--- config.mk ---
export PLATFORM = sky130hd
export DESIGN_NAME = sipo_frame_deser
export DESIGN_NICKNAME = d
export VERILOG_FILES = /design/src/rtl/sipo_frame_deser.sv
export SDC_FILE = /design/constraint.sdc
export NUM_CORES = 1
export LEC_CHECK = 0
export ABC_AREA = 1
export BUFFER_PORTS_ARGS = -buffer_cell sky130_fd_sc_hd__buf_2
export CORE_ASPECT_RATIO = 0.6
export CORE_MARGIN = 10
export CORE_UTILIZATION = 55
export DETAILED_ROUTE_END_ITERATION = 16
export PLACE_DENSITY = 0.84
export SYNTH_ARGS = -nofsm -noshare
export SYNTH_HDL_FRONTEND = slang
export SYNTH_SLANG_ARGS = --single-unit
--- constraint.sdc ---
create_clock -name clk -period 5.5 [get_ports clk]
set_input_delay 0.55 -clock clk [delete_from_list [all_inputs] [get_ports clk]]
set_output_delay 0.55 -clock clk [all_outputs]
set_load 0.05 [all_outputs]
--- src/rtl/sipo_frame_deser.sv ---
// Serial-in / parallel-out frame deserializer with a one-frame holding slot,
// configurable shift direction, output bit reversal and sticky overflow.
//
// state      | meaning
// -----------+-------------------------------------------------------------
// ST_COLLECT | accepting serial bits into the shift register (in_ready=1)
// ST_PENDING | complete frame waits for the output register (in_ready=0)
module sipo_frame_deser #(
    parameter  int DATA_WIDTH = 32,
    localparam int LEN_W      = $clog2(DATA_WIDTH) + 1
) (
    input  logic                  clk,
    input  logic                  srst,
    input  logic                  serial_in,
    input  logic                  serial_valid,
    output logic                  in_ready,
    input  logic [LEN_W-1:0]      frame_len,
    input  logic                  shift_dir,
    input  logic                  out_dir,
    input  logic                  flush,
    output logic [DATA_WIDTH-1:0] parallel_out,
    output logic                  out_valid,
    input  logic                  out_ready,
    output logic [LEN_W-1:0]      bit_cnt,
    output logic                  overflow
);

    localparam logic [0:0] ST_COLLECT = 1'b0;
    localparam logic [0:0] ST_PENDING = 1'b1;

    localparam logic [LEN_W-1:0] LEN_MAX = LEN_W'(DATA_WIDTH);
    localparam logic [LEN_W-1:0] LEN_ONE = LEN_W'(1);

    logic [0:0]            state;
    logic [DATA_WIDTH-1:0] shift_q;
    logic [DATA_WIDTH-1:0] pend_q;
    logic [DATA_WIDTH-1:0] out_q;
    logic [LEN_W-1:0]      cnt_q;
    logic [LEN_W-1:0]      n_q;
    logic                  sd_q;
    logic                  od_q;
    logic                  out_valid_q;
    logic                  ovf_q;

    logic                  frame_start;
    logic [LEN_W-1:0]      n_in;
    logic [LEN_W-1:0]      n_eff;
    logic                  sd_eff;
    logic                  od_eff;
    logic                  accept;
    logic [LEN_W-1:0]      bit_idx;
    logic [DATA_WIDTH-1:0] shift_nxt;
    logic [DATA_WIDTH-1:0] rev_full;
    logic [DATA_WIDTH-1:0] frame_fmt;
    logic                  frame_done;
    logic                  out_fire;
    logic                  out_free;

    // Framing comes straight from the inputs on the first bit, from the latch after.
    always_comb begin
        frame_start = (cnt_q == '0);
        n_in        = ((frame_len == '0) || (frame_len > LEN_MAX)) ? LEN_MAX : frame_len;
        n_eff       = frame_start ? n_in      : n_q;
        sd_eff      = frame_start ? shift_dir : sd_q;
        od_eff      = frame_start ? out_dir   : od_q;
        in_ready    = (state == ST_COLLECT);
        accept      = serial_valid && in_ready;
        bit_idx     = sd_eff ? (n_eff - LEN_ONE - cnt_q) : cnt_q;
        shift_nxt   = (frame_start ? '0 : shift_q) | (DATA_WIDTH'(serial_in) << bit_idx);
        frame_done  = accept && !flush && ((cnt_q + LEN_ONE) == n_eff);
        out_fire    = out_valid_q && out_ready;
        out_free    = !out_valid_q || out_ready;
    end

    // Reversing the full word and shifting down by the unused width reverses within N.
    always_comb begin
        rev_full = '0;
        for (int i = 0; i < DATA_WIDTH; i++) begin
            rev_full[i] = shift_nxt[DATA_WIDTH-1-i];
        end
        frame_fmt = od_eff ? (rev_full >> (LEN_MAX - n_eff)) : shift_nxt;
    end

    always_ff @(posedge clk) begin
        if (srst) begin
            state       <= ST_COLLECT;
            shift_q     <= '0;
            pend_q      <= '0;
            out_q       <= '0;
            cnt_q       <= '0;
            n_q         <= '0;
            sd_q        <= 1'b0;
            od_q        <= 1'b0;
            out_valid_q <= 1'b0;
            ovf_q       <= 1'b0;
        end else begin
            if (serial_valid && !in_ready) begin
                ovf_q <= 1'b1;
            end
            if (out_fire) begin
                out_valid_q <= 1'b0;
            end
            case (state)
                ST_COLLECT: begin
                    if (flush) begin
                        cnt_q   <= '0;
                        shift_q <= '0;
                    end else if (accept) begin
                        if (frame_start) begin
                            n_q  <= n_in;
                            sd_q <= shift_dir;
                            od_q <= out_dir;
                        end
                        if (frame_done) begin
                            cnt_q   <= '0;
                            shift_q <= '0;
                            if (out_free) begin
                                out_q       <= frame_fmt;
                                out_valid_q <= 1'b1;
                            end else begin
                                pend_q <= frame_fmt;
                                state  <= ST_PENDING;
                            end
                        end else begin
                            cnt_q   <= cnt_q + LEN_ONE;
                            shift_q <= shift_nxt;
                        end
                    end
                end
                ST_PENDING: begin
                    if (out_fire) begin
                        out_q       <= pend_q;
                        out_valid_q <= 1'b1;
                        state       <= ST_COLLECT;
                    end
                end
                default: state <= ST_COLLECT;
            endcase
        end
    end

    assign parallel_out = out_q;
    assign out_valid    = out_valid_q;
    assign bit_cnt      = cnt_q;
    assign overflow     = ovf_q;

endmodule

==> key figures <==
Floorplan
  • Width of the die: 173 um
  • Row count: 33
  • Die area: 19,400 um^2
  • Initial Util: 0.565
  • Num ports: 55
  • Die Y: 112 um
  • Core area: 13,700 um^2

CTS
  • Num CTS Buffers: 17
  • Worst-Skew Late Latency: 420 ps
  • Root Driver: clkbuf_16
  • Reg clk slew, reported paths: 70 ps
  • Hold_buf cts: 0
  • CTS tree: yes
  • CTS Sinks: 113
  • Htree depth: 4
  • Maximum buffer depth of the clock tree: 2

Detailed routing
  • DRT Pass-1 Iters: 8
  • DR vias: 9,126
  • Iteration-0 DRC Markers: 1,690
  • Post-route DRC: 0
  • Routed len/inst: 19.1 um
  • Routed WL: 28,700 um
  • Vias per inst: 6.08
  • DRT antenna net count: 0

GRT
  • First-pass GRT wire length: 44,700 um
  • Overflow after GRT: 0
  • Pin count of the biggest net entering global routing: 62
  • Number of global-route vias before repair: 8,051
  • Gr usage total: 0.283
  • Initial antenna violation count: 0

Yosys
  • Post-synth ARST share: 0
  • Synth Area per Inst: 6.06 um^2
  • Post-synth EDFFs: 0
  • Mapped Area: 7740 um^2
  • Syn_nets: 1,299
  • Netlist cell types: 41
  • Yosys top cell area share: 0.292
  • Sequential element share of the synthesized area: 0.292
  • Syn Inst Count: 1,276
  • Synth Warn #: 0
  • Area contributors post-synth: dfxtp_1 29%, nand2_1 20%, nand3_1 17%, a21oi_1 5.6%, inv_1 4.0%
  • Area leader, netlist: dfxtp_1
  • Primary FF master, synth: dfxtp_1
  • FF+latch count, synth: 113

Timing
  • Min Tclk post-route: 5070 ps
  • PnR worst setup slack: 434 ps
  • Final Max Slew Viols: 0
  • Final setup vio count: 0
  • Clock Skews: 13.3 ps
  • Final Hold Fails: 0
  • Period utilization: 0.921
  • Fin Hold WS: 398 ps
  • Relative slew slack: 0.347
  • Max Clock Freq: 197 MHz
  • Least-Margin Pin Slew: 977 ps

Worst setup path
  • Arr. time, crit path: 5350 ps
  • CP Capture Type: flop
  • Worst R2R Path Depth: 30
  • CP Depth: 30
  • Crit Path Class: flop to flop
  • CP max stage cell: ha_1
  • Worst-path maximum fanout: 11
  • Setup crit start kind: flop
  • WP buf/inv: 6
  • Crit-path max cell delay: 390 ps
  • Required time of the critical path: 5780 ps
  • Critical Path Start: bit_cnt[1]
  • Worst reg2reg startpoint: bit_cnt[1]
  • Delay-heaviest family, CP: simple AND/OR/NAND/NOR gates

Layout
  • # nets final: 1,319
  • Ant diodes: 0
  • Area Growth Syn to Fin: 12.4%
  • Most frequent cells in the layout: 404 x nand2_1, 265 x nand3_1, 113 x dfxtp_1, 87 x a21oi_1, 82 x inv_1
  • Share of cells above drive strength 1: 0.112
  • Layout Utilization: 0.635
  • Most common cell after layout, fill and taps aside: nand2_1

Hold path
  • Hold Path Class: primary input to flop
  • Hold Path Depth: 3
  • Hold wc startpoint: serial_valid

Placed design
  • Hpwl dp: 21,000 um
  • Place WS: 539 ps
  • Port Buffers: 54
  • Routability congestion estimate: 1.06

Run status
  • Status: complete, no violations

Power
  • Cell area power density: 305 nW/um^2
  • Total power: 2.65 mW
  • Leak: 4.26 nW
  • Peak VDD IR: 0.000166 V

Job
  • Max_cap viols: 0
## stage by stage
step	TNS (ps)	instance area, um^2	instances
3_5_place_dp	0	8100	1465
2_1_floorplan	0	7740	1276
5_1_grt	-2.29	8700	1501
6_report	0	8700	1501
3_3_place_gp	0	8100	1465
4_1_cts	0	8660	1497
## cell type report
cell class / instances / area [um^2]
clock buffer: 18 / 439
clock inverter: 14 / 123
fill: 1319 / 5010
inverter: 93 / 349
multi-input combinational: 993 / 4840
sequential: 113 / 2260
tap: 192 / 240
timing repair buffer: 78 / 450
## cell usage after synthesis, types with 2 or more instances
library cell,count
buf_4,4
nor2_4,4
o21ai_1,6
a41oi_1,4
a21boi_1,2
buf_1,5
o21ai_2,2
nor2_1,78
inv_1,82
dfxtp_1,113
nand2_2,4
nand4_1,14
inv_2,8
ha_1,8
a21oi_1,87
nand3_1,265
buf_2,14
nand2_1,404
o211ai_1,40
nor4_1,3
nand3b_1,2
a22oi_4,3
or2_2,2
clkbuf_1,54
clkinv_1,3
xor2_1,9
nor2_2,3
o21bai_1,2
nor3_1,2
a21boi_0,9
o21ai_0,30
## sequential cells by signal, summed over array words and instances (netlist names)
register,flops
overflow,1
shift_q,32
n_q,6
parallel_out,32
od_q,1
sd_q,1
pend_q,32
out_valid,1
bit_cnt,6
state,1
## cells by family after synthesis
kind of cell	count (synthesis)	share of synthesized area
xor+xnor	10	0.0113
fa+ha+maj	9	0.0155
simple gates	786	0.444
compound gates	187	0.148
flops	113	0.292
buf+inv	171	0.0881
## where the power goes
group | internal, mW | total [mW] | switching, mW
logic | 0.194 | 0.748 | 0.554
clock network | 0.604 | 1.07 | 0.470
registers | 0.825 | 0.830 | 0.00507
total | 1.62 | 2.65 | 1.03
## worst paths after layout
check                      to  slack [ps]
max          parallel_out[12]         430
min                  overflow         400
max reg2reg  parallel_out[12]         430
min reg2reg   parallel_out[7]         460
## routing by layer
layer,GRT usage,wire (um),part of all wire
met5,0.0221,57,0.0020
met4,0.0675,650,0.023
met3,0.101,4160,0.14
met2,0.372,10800,0.38
met1,0.418,13000,0.45
## timing repair
item	in CTS	in global routing
resized for setup	0	3
endpoints found under the setup margin	0	36
setup buffers	0	3
## worst register-to-register path: cells and delay by family, from the launching register on
family,cells,cell delay (ps)
simple gates,19,2700
buf+inv,6,700
fa+ha+maj,2,570
compound gates,3,560
flops,1,380
Power figures use the tool's default switching activity.
